[src/rtl/led_frame_feeder_if.sv]
// Pixel stream and sender-side read port of the LED frame feeder.
// The feeder implements the slave side; the producer/sender pair drives the master side.
interface led_frame_feeder_if;
   logic [23:0] pix_data;
   logic        pix_valid;
   logic        pix_ready;
   logic [23:0] fifo_data_out;
   logic        rd;
   logic        enable;

   modport slave (
      input  pix_data,
      input  pix_valid,
      input  rd,
      output pix_ready,
      output fifo_data_out,
      output enable
   );

   modport master (
      output pix_data,
      output pix_valid,
      output rd,
      input  pix_ready,
      input  fifo_data_out,
      input  enable
   );
endinterface

[src/rtl/led_frame_feeder.sv]
// LED frame feeder: FWFT pixel FIFO in front of the LED serial sender, plus
// a kick scheduler that fires a one-cycle enable once a full frame is buffered,
// the refresh interval has elapsed and the previous frame (with its tail) is done.
module led_frame_feeder #(
   parameter int LED_NUM     = 4,
   parameter int DEPTH       = 16,
   parameter int REFRESH_CNT = 150000,
   parameter int TAIL_CNT    = 512
) (
   input  logic                     clk,
   input  logic                     rstn,
   led_frame_feeder_if.slave        bus,
   output logic [$clog2(DEPTH):0]   level,
   output logic [15:0]              frame_cnt,
   output logic                     err_underflow
);

   localparam int AW = $clog2(DEPTH);
   localparam int LW = AW + 1;
   localparam int RW = $clog2(REFRESH_CNT + 1);
   localparam int TW = $clog2(TAIL_CNT + 1);
   localparam int SW = $clog2(LED_NUM + 1);

   typedef enum logic [1:0] {
      ARMED = 2'd0,
      KICK  = 2'd1,
      DRAIN = 2'd2,
      TAIL  = 2'd3
   } state_t;

   // FIFO storage and bookkeeping
   logic [23:0]   mem_q [DEPTH];
   logic [AW-1:0] wr_ptr_q;
   logic [AW-1:0] rd_ptr_q;
   logic [LW-1:0] level_q;
   logic [LW-1:0] level_d;

   // Scheduler state
   state_t        state_q;
   logic          enable_q;
   logic [15:0]   frame_cnt_q;
   logic [RW-1:0] refresh_q;
   logic [TW-1:0] tail_q;
   logic [SW-1:0] rd_seen_q;
   logic          err_q;

   logic          empty_s;
   logic          wr_s;
   logic          pop_s;

   assign empty_s           = (level_q == '0);
   assign bus.pix_ready     = (level_q < LW'(DEPTH));
   assign wr_s              = bus.pix_valid & bus.pix_ready;
   assign pop_s             = bus.rd & ~empty_s;
   // Head word is visible combinationally so the sender can sample it with rd.
   assign bus.fifo_data_out = empty_s ? 24'h00_0000 : mem_q[rd_ptr_q];
   assign bus.enable        = enable_q;
   assign level             = level_q;
   assign frame_cnt         = frame_cnt_q;
   assign err_underflow     = err_q;

   // Next occupancy: a write and a pop in the same cycle cancel out.
   always_comb begin
      level_d = level_q;
      case ({wr_s, pop_s})
         2'b10:   level_d = level_q + LW'(1);
         2'b01:   level_d = level_q - LW'(1);
         default: level_d = level_q;
      endcase
   end

   // Pixel storage; contents are don't-care while the FIFO is empty, so no reset.
   always_ff @(posedge clk) begin
      if (wr_s) begin
         mem_q[wr_ptr_q] <= bus.pix_data;
      end
   end

   // FIFO pointers and occupancy; pointers wrap naturally because DEPTH is a power of two.
   always_ff @(posedge clk or negedge rstn) begin
      if (!rstn) begin
         wr_ptr_q <= '0;
         rd_ptr_q <= '0;
         level_q  <= '0;
      end else begin
         if (wr_s) begin
            wr_ptr_q <= wr_ptr_q + AW'(1);
         end
         if (pop_s) begin
            rd_ptr_q <= rd_ptr_q + AW'(1);
         end
         level_q <= level_d;
      end
   end

   // Frame scheduler: arm, kick, count the sender's reads, then wait out the tail.
   always_ff @(posedge clk or negedge rstn) begin
      if (!rstn) begin
         state_q     <= ARMED;
         enable_q    <= 1'b0;
         frame_cnt_q <= 16'd0;
         refresh_q   <= '0;
         tail_q      <= '0;
         rd_seen_q   <= '0;
         err_q       <= 1'b0;
      end else begin
         enable_q <= 1'b0;
         // Refresh timer counts down freely and saturates at zero; a kick reloads it below.
         if (refresh_q != '0) begin
            refresh_q <= refresh_q - RW'(1);
         end
         // A read against an empty FIFO is remembered until reset.
         if (bus.rd && empty_s) begin
            err_q <= 1'b1;
         end
         case (state_q)
            ARMED: begin
               if ((level_q >= LW'(LED_NUM)) && (refresh_q == '0)) begin
                  state_q     <= KICK;
                  enable_q    <= 1'b1;
                  frame_cnt_q <= frame_cnt_q + 16'd1;
                  refresh_q   <= RW'(REFRESH_CNT - 1);
               end
            end
            KICK: begin
               rd_seen_q <= '0;
               state_q   <= DRAIN;
            end
            DRAIN: begin
               // Underflow reads still count: the sender believes it consumed a pixel.
               if (bus.rd) begin
                  if (rd_seen_q == SW'(LED_NUM - 1)) begin
                     tail_q  <= TW'(TAIL_CNT - 1);
                     state_q <= TAIL;
                  end else begin
                     rd_seen_q <= rd_seen_q + SW'(1);
                  end
               end
            end
            TAIL: begin
               if (tail_q == '0) begin
                  state_q <= ARMED;
               end else begin
                  tail_q <= tail_q - TW'(1);
               end
            end
            default: begin
               state_q <= ARMED;
            end
         endcase
      end
   end

endmodule
[src/flat_wrapper.sv]
// flat-port wrapper written by rule: the top's interface ports become plain ports
module led_frame_feeder_flat 
#(
   parameter int LED_NUM     = 4,
   parameter int DEPTH       = 16,
   parameter int REFRESH_CNT = 150000,
   parameter int TAIL_CNT    = 512
)
  (clk, rstn, level, frame_cnt, err_underflow, bus_pix_data, bus_pix_valid, bus_rd, bus_pix_ready, bus_fifo_data_out, bus_enable);
  led_frame_feeder_if bus_i ();
  input  logic clk;
  input  logic rstn;
  output logic [$clog2(DEPTH):0] level;
  output logic [15:0] frame_cnt;
  output logic err_underflow;
  input wire logic [$bits(bus_i.pix_data)-1:0] bus_pix_data;
  input wire logic [$bits(bus_i.pix_valid)-1:0] bus_pix_valid;
  input wire logic [$bits(bus_i.rd)-1:0] bus_rd;
  output wire logic [$bits(bus_i.pix_ready)-1:0] bus_pix_ready;
  output wire logic [$bits(bus_i.fifo_data_out)-1:0] bus_fifo_data_out;
  output wire logic [$bits(bus_i.enable)-1:0] bus_enable;
  assign bus_i.pix_data = bus_pix_data;
  assign bus_i.pix_valid = bus_pix_valid;
  assign bus_i.rd = bus_rd;
  assign bus_pix_ready = bus_i.pix_ready;
  assign bus_fifo_data_out = bus_i.fifo_data_out;
  assign bus_enable = bus_i.enable;
  led_frame_feeder #(.LED_NUM(LED_NUM), .DEPTH(DEPTH), .REFRESH_CNT(REFRESH_CNT), .TAIL_CNT(TAIL_CNT)) u_core (.clk(clk), .rstn(rstn), .bus(bus_i), .level(level), .frame_cnt(frame_cnt), .err_underflow(err_underflow));
endmodule
[config.mk]
export PLATFORM = sky130hd
export DESIGN_NAME = led_frame_feeder_flat
export DESIGN_NICKNAME = d
export VERILOG_FILES = /design/src/rtl/led_frame_feeder_if.sv /design/src/rtl/led_frame_feeder.sv /design/src/flat_wrapper.sv
export SDC_FILE = /design/constraint.sdc
export NUM_CORES = 1
export LEC_CHECK = 0
export CORE_ASPECT_RATIO = 1.5
export CORE_UTILIZATION = 45
export CTS_CLUSTER_DIAMETER = 200
export DETAILED_ROUTE_END_ITERATION = 8
export PLACE_DENSITY = 0.6
export SYNTH_ARGS = -nofsm -noshare
export SYNTH_HDL_FRONTEND = slang
export SYNTH_SLANG_ARGS = --single-unit
[constraint.sdc]
create_clock -name clk -period 3.75 [get_ports clk]
set_input_delay 0.375 -clock clk [delete_from_list [all_inputs] [get_ports clk]]
set_output_delay 0.375 -clock clk [all_outputs]
set_load 0.02 [all_outputs]
Word level (Yosys, flattened, before mapping):

Memory sizes are Yosys's and may differ from the RTL's.
Index checks and enable logic that the tools add are counted.

* input bits: 28
* memory bits (writable): 384
* memories: 1
* register bits after elaboration: 64
* word-level logic and storage cells: 71
* output and inout bits: 48

* eq/ne operators: 12
* $add $sub $neg: 8
* bitwise gates (word level): 3
* muxes and demuxes: 21
* $lt $le $gt $ge: 2
* reductions and logical operators: 14

Memories
* u_core.mem_q: depth 16, bits a word 24, read ports 1, clocked after memory_dff 0, write ports 1, line led_frame_feeder.sv:32 `logic [23:0] mem_q [DEPTH];`

Operators with widths (count)
* 2-to-1 mux 18 bit: 3
* 2-to-1 mux 10 bit: 3
* 2-to-1 mux 24 bit: 1
* one-hot mux 10 bit (2 select lines): 1
* zero test 18 bit: 1
* nonzero test 18 bit: 1
* subtractor 18 x 1 -> 18 bit, second input constant: 1
* adder 16 x 1 -> 16 bit, second input constant: 1
* zero test 10 bit: 1
* one-hot mux 5 bit (2 select lines): 1
* subtractor 10 x 1 -> 10 bit, second input constant: 1
* adder 4 x 1 -> 4 bit, second input constant: 2
* 2-to-1 mux 2 bit: 4
* one-hot mux 2 bit (4 select lines): 1
* AND reduction 4 bit: 2
* equality test 2 bit, second input constant: 3
* 2-to-1 mux 3 bit: 2
* inequality test 2 x 1 -> 1 bit, second input constant: 3
* inequality test 2 bit, second input constant: 3
* one-hot mux 3 bit (2 select lines): 1
* nonzero test 2 bit: 3
* adder 5 x 1 -> 5 bit, second input constant: 1
* >= comparator 5 x 3 -> 1 bit, second input constant: 1
* zero test 5 bit: 1
* other kinds (12): 18

Logic depth before layout (Yosys ltp):

Gate-level depths: netlist of run 1.

* depth after elaboration: 5
* mapped depth: 12
* mapped depth without buffers: 11

Worst setup path after synthesis of run 1:

No wires, ideal clock.

* kind: register to register
* start: register u_core.level_q[4] (netlist: u_core.level[4])
* end: register u_core.level_q[4] (netlist: u_core.level[4])
* clock period less this slack: 3.245 ns
* library setup time: 0.131 ns
* required time: 3.619 ns
* data arrival time: 3.114 ns
* stages on the path, launching flop included: 12
* slack: 0.505 ns
* buffers on the path: 1
* path through: dfrtp_1 or3_1 or3_1 and2_1 clkbuf_1 ha_1 ha_1 nor2b_1 o21ai_0 a21oi_1 or3b_2 xnor2_1

* longest elaborated chain between the ends: 5
* elaborated cells on any way between the ends: 11
* classes of those cells: add/sub (2); order compare (1); eq/ne (2); mux (1); bitwise (3); reduce/logical (2)

Ends and longest elaborated chain
* start, declared: line led_frame_feeder.sv:35 `logic [LW-1:0] level_q;`
* start signal, assigned: line led_frame_feeder.sv:92 `level_q <= level_d;`
* zero test 5 bit *: line led_frame_feeder.sv:51 `assign empty_s = (level_q == '0);`
* NOT 1 bit *: line led_frame_feeder.sv:54 `assign pop_s = bus.rd & ~empty_s;`
* bitwise AND 1 bit *: line led_frame_feeder.sv:54
* named net u_core.pop_s: line led_frame_feeder.sv:49 `logic pop_s;`
* equality test 2 x 1 -> 1 bit / equality test 2 bit (equally long branches): line led_frame_feeder.sv:65 `case ({wr_s, pop_s})`
* one-hot mux 5 bit (2 select lines) / nonzero test 2 bit (equally long branches)

Mark *: on every way through the listed nets, which the timed path passes. The rest lies on a longest branch.
A chain may end at the register's enable or synchronous reset.

Worst setup path after layout of run 1:

* start: register u_core.level_q[4] (netlist: u_core.level[4])
* end: output bus_fifo_data_out[15]

* longest elaborated chain between the ends: 2

Ends and longest elaborated chain
* zero test 5 bit: line led_frame_feeder.sv:51
* 2-to-1 mux 24 bit: line led_frame_feeder.sv:56 `assign bus.fifo_data_out = empty_s ? 24'h00_0000 : mem_q[rd_ptr_q];`
* end, declared: line flat_wrapper.sv:20 `output wire logic [$bits(bus_i.fifo_data_out)-1:0] bus_fifo_data_out;`

No other way between the ends.

==> results.md, run 1 <==
* Final count of negative-setup-slack endpoints at 0
* Number of placed I/O pins at 76
* Sum of internal, switching and leakage power at 0.0158 W
* Most frequent cells after synthesis: edfxtp_1 (384), mux4_2 (96), dfrtp_1 (64)
* Die span in x at 165 um
* P_int at 0.0110 W
* Share of cells above drive strength 1 at 0.219
* Switching fraction of total power at 0.306
* Setup repair after global routing missed its margin: no
* Final net count at 1099
* Sum of routed wire length over all layers at approximately 37000 um
* Remaining design rule violation count at 0
* Maximum clock path buffer count at 3
* Slowest stage cell, crit path: clkdlybuf4s50_1
* Vias at 8833
* Critical path data required time at 3.38 ns
* Origin of the worst setup path: u_core.level[4]
* Area added between synthesis and finish at 17.7%
* Data arrival time of the worst path at around 3.2 ns
* Number of distinct library cells after synthesis at between 50 and 60
* Cell count after placement at 1504
* Setup skew after layout at 0.0123 ns
* Actual slew at the worst max-slew pin at 0.804 ns
* Count leader, synth: edfxtp_1
* Number of gates resized after CTS at 0
* P per Cell Area at approximately 750 nW/um^2
* CTS tree: built
* Critical Path Source Type: register
* Post-synthesis async set-or-reset flop share at 0.143
* Register area share after synthesis at 0.733
* Clock group share of total power at 0.281
* Leftover overflow at the end of global routing at 0
* Fin crit share at 0.940
* Number of global-route vias before repair at 9312
* Port bufs at 75
* Root buffer selected by CTS: clkbuf_16
* Net Switching at 0.00485 W
* Cell taking the most area after synthesis: edfxtp_1
* Setup_tns at 0 ns
* Detail Route Antenna Nets at 0
* Largest fanout on the critical path at 24
* # Max-Cap Violations at 0
* Iteration-0 DRC Markers at 619
* Netlist area before placement at about 18000 um^2
* Post-Synthesis Net Count at 981
* Gate count of the mapped netlist at approximately 930
* Number of hold buffers added after cts at 1
* Clock network latency to the later pin of the worst-skew pair at 0.55 ns
* Die footprint at just over 40000 um^2
* Antenna cells at 0
* Post-DR wirelength/cell at around 23 um
* # rows at between 80 and 90
* Die Y at around 250 um
* Final Slew Violations at 0
* Top cells by area in the synthesized netlist: edfxtp_1 (64%), mux4_2 (12%), dfrtp_1 (8.9%)
* Worst reg2reg path startpoint: u_core.level[4]
* Proportion of netlist area held by the largest area contributor at 0.644
* Number of buffers inserted during clock tree synthesis at 44
* Initial antenna violation count at 0
* Start-to-end type of the worst setup path: reg -> out
* Post-synthesis register bit count at 448
* Effective utilization at floorplan at 0.456
* Gp weighted congestion at 0.781
* Maximum number of pins on one net before global-route repair at 50
* Clock H-tree levels at 2
* Setup crit end kind: output port
* Number of synthesized flops with an enable pin at between 300 and 400
* Maximum VDD drop at 0.569 mV
* Upper clock frequency limit at 284 MHz
* Total iterations of the first detailed-routing run at 4
* Final Critical Period at 3.53 ns
* Delay of the slowest cell on the worst path at 0.58 ns
* TritonCTS Sinks at 448
* Ordered list of cells on the worst path: or3_1, or3_1, nand2_1, buf_4, o22ai_1, clkdlybuf4s50_1
* Type of the tightest min-delay check: in -> async
* Number of endpoints with negative hold slack in the final report at 0
* Buffers inserted by post-CTS timing repair at 0
* DPL Wire Length at 22000 um
* Most instantiated flip-flop cell in the synthesis netlist: edfxtp_1
* Area of the core at 39300 um^2
* Overall fraction of global-route tracks in use at 0.191
* Cell with the most instances on the worst path: or3_1
* Number of warning messages in the yosys log at 0
* Post-CTS clock slew at the launch and capture registers of the worst setup and hold paths at 0.06 ns
* Reg power frac at 0.400
* Outcome: finished clean
* Leak Pwr at 7.13 nW
* Non-Filler Instances at 1584
* Synthesized area divided by synthesized cell count at 19.2 um^2
* Routed vias/inst at 5.58
* Worst relative slew slack at 0.464
* Global-route wire length before repair at between 50000 and 60000 um
* Combinational group share of total power at 0.319
-- power groups by stage --
stage          combinational [W]  clock, W  sequential (W)
2_1_floorplan            0.00342         0         0.00625
3_3_place_gp             0.00512         0         0.00641
3_5_place_dp             0.00515         0         0.00644
4_1_cts                  0.00517   0.00455         0.00634
5_1_grt                  0.00547   0.00474         0.00639
6_report                 0.00505   0.00445         0.00632
-- sequential cells by signal (all words and copies together), names as in the netlist --
signal	cells
u_core.mem_q	384
u_core.refresh_q	18
u_core.frame_cnt	16
u_core.tail_q	10
u_core.level	5
u_core.rd_ptr_q	4
u_core.wr_ptr_q	4
u_core.rd_seen_q	3
u_core.state_q	2
u_core.bus.enable	1
u_core.err_underflow	1
-- worst paths after layout --
path                                         endpoint  slack [ns]  depth (start not counted)
worst max-delay path            bus_fifo_data_out[15]        0.22                          6
worst min-delay path              u_core.refresh_q[9]        0.45                          2
worst max register to register        u_core.level[4]        0.48                         10
worst min register to register   u_core.frame_cnt[15]        0.48                          1
max in group asynchronous            u_core.tail_q[8]        2.38                          3
min in group clk                 u_core.frame_cnt[15]        0.48                          1
-- final cells by class --
cell class	count	area [um^2]
Inverter	18	67.6
Clock inverter	28	293
Fill cell	3092	18200
Multi-Input combinational cell	420	4640
Sequential cell	448	13100
Timing Repair Buffer	119	1170
Clock buffer	51	1160
Tap cell	500	626
-- logic make-up (layout without fill, tap and decap cells) --
kind of cell             after synthesis  count (layout)  share of synthesized area
flip-flops                           448             448                      0.733
multiplexers                         149             149                      0.151
AND/OR/NAND/NOR                      147             147                     0.0444
buffers and inverters                 65             216                     0.0144
AO/OA/AOI/OAI                         63              63                     0.0232
XOR/XNOR                              41              41                     0.0200
adder cells (fa/ha/maj)               20              20                     0.0144
-- layout by cell type (no fill, tap or decap), types with 4 or more instances in the layout --
master             n
and2_1             4
or3_1              4
nor3_2             4
buf_12             7
and3_1             5
mux2_2             4
nand2_1           41
nor2_1            10
nand2b_1           4
edfxtp_1         384
clkbuf_1           5
xnor2_1           27
nand3_1           13
bufinv_16          6
o22ai_1           24
mux4_2            96
nand4_1           15
nor3_1             6
buf_4             36
xor2_1            14
clkinv_1          10
mux2i_1           49
clkdlybuf4s50_1   74
inv_1             18
o21ai_0           11
ha_1              19
nor2_4            12
a21oi_1            7
clkbuf_16         45
dfrtp_1           61
nand3b_1           4
clkinv_2           6
-- per-layer routing --
| metal | up-vias | routed length (um) | track usage |
|---|---|---|---|
| met5 | - | 0 | 0 |
| met4 | 0 | 600 | 0.0467 |
| met3 | 41 | 1240 | 0.0276 |
| met2 | 159 | 19400 | 0.333 |
| met1 | 4640 | 15800 | 0.250 |
| li1 | 3993 | - | - |
-- through the flow --
stage / instance area [um^2] / hold slack [ns] / util / worst slack, ns
2_1_floorplan: 17900 / 0.0794 / - / 0.505
3_3_place_gp: 19600 / 0.466 / 0.499 / 0.483
3_5_place_dp: 19600 / 0.472 / 0.499 / 0.485
4_1_cts: 21100 / 0.460 / 0.537 / 0.154
5_1_grt: 21100 / 0.496 / 0.537 / 0.0800
6_report: 21100 / 0.454 / 0.537 / 0.223
-- worst max-delay path: cells and delay by family (launching register included) --
kind	cells	cell delay, ns
AO/OA/AOI/OAI	1	0.24
buffers and inverters	2	0.98
flip-flops	1	0.42
AND/OR/NAND/NOR	3	0.95
Note: power is estimated with default switching activity, not from simulation.
==> run 2: changes to the inputs <==
Settings changed: SLEW_MARGIN set to 15.
==> results of run 2 <==
Final layout, timing and power as in run 1 (identical DEF).
==> RTL edit 1, RTL diff (config.mk and constraints of run 1) <==
`REFRESH_CNT` is set to 150000 in 2 places; all go to 75000.
--- a/src/rtl/led_frame_feeder.sv
+++ b/src/rtl/led_frame_feeder.sv
@@ -5,5 +5,5 @@
    parameter int LED_NUM     = 4,
    parameter int DEPTH       = 16,
-   parameter int REFRESH_CNT = 150000,
+   parameter int REFRESH_CNT = 75000,
    parameter int TAIL_CNT    = 512
 ) (
--- a/src/flat_wrapper.sv
+++ b/src/flat_wrapper.sv
@@ -4,5 +4,5 @@
    parameter int LED_NUM     = 4,
    parameter int DEPTH       = 16,
-   parameter int REFRESH_CNT = 150000,
+   parameter int REFRESH_CNT = 75000,
    parameter int TAIL_CNT    = 512
 )
Function: no difference found for any inputs over 4 cycles, from zero or initial values and one cycle with rstn low; that may be too few to reach the edited logic, so the function may still have changed.
==> RTL edit 1 against run 1 <==
  * Synthesized area grew 0.20%
  * Global-route usage shrank 0.30 points
  * Cell area fell by 0.85%
  * Largest power group unchanged
  * Critical endpoint is now bus_fifo_data_out[7]
  * Routed wire length shrank 1.9%
  * Core utilization shrank 0.46 points
  * Critical path depth did not move
  * Sequential cell count shrank 1
  * Power decreased by 1.5%
  * Synthesized cell count down 1.5%
  * First-iteration DRC count is 1.5% higher
  * Worst setup slack better by 0.044 ns
==> RTL edit 1: results (changes against run 1) <==
- Status: finished clean
- # clock sinks: 447 (-0.22%)
- Worst hold slack: 0.4095 ns (-0.04496 ns)
- Clock network area share: 0.06797 (-0.0008433)
- Clock buffers: 62 (+22%)
- Final HPWL DP: 22,220 um (+1.2%)
- Post-synth top cells: edfxtp_1 (384), mux4_2 (96), dfrtp_1 (63)
- Gpl congestion: 0.7497 (-4.0%)
- Layout cells sized above 1: 0.2115 (-0.007169)
- Design area: 0.02091 mm^2 (-0.85%)
- Nets: 1,080 (-1.7%)
- # fillers: 3,084 (-0.26%)
- Vias post-DR: 8,779 (-0.61%)
- Setup ws final: 0.2672 ns (+0.04391 ns)
- Largest net degree at the start of global routing: 35 (-30%)
- LEAKAGE: 7.111 nW (-0.22%)
- RR Startpoint: u_core.level[2]
- Compound-cell area share of the yosys netlist: 0.02460 (+0.001418)
- DR iter-0 viols: 628 (+1.5%)
- Register area: 0.01312 mm^2 (-0.19%)
- Post-Synth Adder-Cell Area: 0.01464 (+0.0002507)
- Buffer share of cell area: 0.05121 (-0.004071)
- DP Cell Count: 1,485 (-1.3%)
- Multi-In Gates: 415 (-1.2%)
- Arr. time, crit path: 3.11 ns (-0.04 ns)
- Synth top area cells: edfxtp_1 (64%), mux4_2 (12%), dfrtp_1 (8.8%)
==> RTL edit 1: cell count changes after synthesis, sizes merged, moves of 4 or more <==
cell / delta
nand2: -14
nor4: +4
xnor2: -4
nand4: -6
clkbuf: -14
buf: +8
or3: -4
mux2i: +4
and2: +16
nor2: -4
==> RTL edit 1: power breakdown <==
group | switching (W) | internal, W
clock | 0.00177 | 0.00262
sequential | 0.000484 | 0.00588
combinational | 0.00243 | 0.00240
==> RTL edit 1: critical path, delay by kind of cell, from the launching register on <==
family / cells / cell delay [ns]
AOI/OAI and AO/OA: 1 / 0.09
buffers and inverters: 2 / 0.82
DFF: 1 / 0.48
and+or+nand+nor: 3 / 1.17
==> RTL edit 1: routing by layer <==
metal  wire length [um]  vias to the layer above  track usage
li1                   -                     3940            -
met1              14850                     4607       0.2379
met2              19170                      174       0.3272
met3               1377                       58      0.03047
met4                949                        0      0.06044
met5                  0                        -            0
==> RTL edit 2, RTL diff (settings of run 1) <==
Without the edit above. Encoding of `state_t`: now one-hot (4 bits for 4 states).
--- a/src/rtl/led_frame_feeder.sv
+++ b/src/rtl/led_frame_feeder.sv
@@ -22,9 +22,9 @@
    localparam int SW = $clog2(LED_NUM + 1);
 
-   typedef enum logic [1:0] {
-      ARMED = 2'd0,
-      KICK  = 2'd1,
-      DRAIN = 2'd2,
-      TAIL  = 2'd3
+   typedef enum logic [3:0] {
+      ARMED = 4'b0001,
+      KICK  = 4'b0010,
+      DRAIN = 4'b0100,
+      TAIL  = 4'b1000
    } state_t;
 
Check against the original RTL: same outputs for any inputs over 4 cycles, from zero or initial values and one cycle with rstn low; so few cycles prove little.
==> RTL edit 2 against run 1 <==
  * Count of clock-buffer cells in the layout increased by 2
  * Cell area decreased by 1.1%
  * Power decreased by 3.2%
  * Worst setup slack improved by 0.0056 ns
  * Sequential cell count increased by 2
  * Routed wire length increased by 1.7%
  * Synthesized area about the same
  * First-iteration DRC count decreased by 0.97%
  * Hold slack got worse by 0.039 ns
  * Core utilization decreased by 0.60 points
  * Critical path type unchanged
  * Largest cell class unchanged
==> RTL edit 2: results (changes against run 1) <==
- Status: finished clean
- DP Area: 0.01954 mm^2 (-0.47%)
- GR Layer Usage met1: 0.2437 (-0.006424)
- Worst hold slack: 0.4158 ns (-0.03866 ns)
- Layout cells sized above 1: 0.2051 (-0.01358)
- DP Cell Count: 1,491 (-0.86%)
- GRT met2 Usage: 0.3444 (+0.01100)
- Drt wl/cell: 24.02 um (+2.7%)
- Clock skew: 0.009235 ns (-0.003060 ns)
- Post-Synth Adder-Cell Area: 0.01090 (-0.003489)
- Ys async rst share: 0.1467 (+0.003810)
- Seq/Total Area, Yosys: 0.7361 (+0.003069)
- Layout area overhead: 16.45%
- Vias post-DR: 8,914 (+0.92%)
- Worst VDD drop: 0.5147 mV (-9.5%)
- Synthesized area: 0.01791 mm^2 (about the same)
- Total clock buffers created by CTS: 42 (-4.5%)
- Multi-input combinational area share: 0.2196 (-0.0003399)
- # fillers: 3,084 (-0.26%)
- Compound-cell area share of the yosys netlist: 0.02459 (+0.001404)
- Non-Clock Buffer Count: 111 (-6.7%)
- Synth top area cells: edfxtp_1 (64%), mux4_2 (12%), dfrtp_1 (9.1%)
- Worst Setup Slack post-DPL: 0.5114 ns (+0.02686 ns)
- Largest net degree at the start of global routing: 56 (+12%)
- Post-synth cell types: 53 (+1.9%)
- Grt met3 use: 0.03030 (+0.002694)
- Gpl congestion: 0.7650 (-2.1%)
- Slew @ Worst Pin: 0.9386 ns (+0.1343 ns)
- FF+latch count: 450 (+0.45%)
- Total Routing Usage GR: 0.1943 (+0.003185)
- Vias in the first global route: 9,361 (+0.53%)
- LEAKAGE: 6.970 nW (-2.2%)
- Logic inverters: 20 (+2)
- Syn Nets: 969 (-1.2%)
- 1st-pass router iterations: 5 (+1)
- DR iter-0 viols: 613 (-0.97%)
[RTL edit 2: per-layer routing]
metal / vias to the layer above / share of wire
li1: 3968 / -
met1: 4690 / 0.40
met2: 202 / 0.54
met3: 54 / 0.043
met4: 0 / 0.020
met5: - / 0
[RTL edit 2: power groups by stage]
stage,sequential [W],clock [W],combinational [W]
after floorplan,0.00626,0,0.00329
after global placement,0.00649,0,0.00489
after detailed placement,0.00652,0,0.00492
after CTS,0.00641,0.00415,0.00494
after global routing,0.00643,0.00431,0.00527
final,0.00636,0.00405,0.00490
[RTL edit 2: worst max-delay path: stages, from the launching register on]
cell,delay [ns]
dfrtp_1,0.42
or3_1,0.42
or3_1,0.39
nand2_1,0.10
buf_4,0.39
o22ai_1,0.27
clkdlybuf4s50_1,0.59
[RTL edit 2: what timing repair did]
action | CTS | global route
hold buffers | 1 | 0
endpoints found under the hold margin | 29 | 0
endpoints found under the setup margin | 0 | 11
setup buffers | 0 | 1
resized for setup | 0 | 0
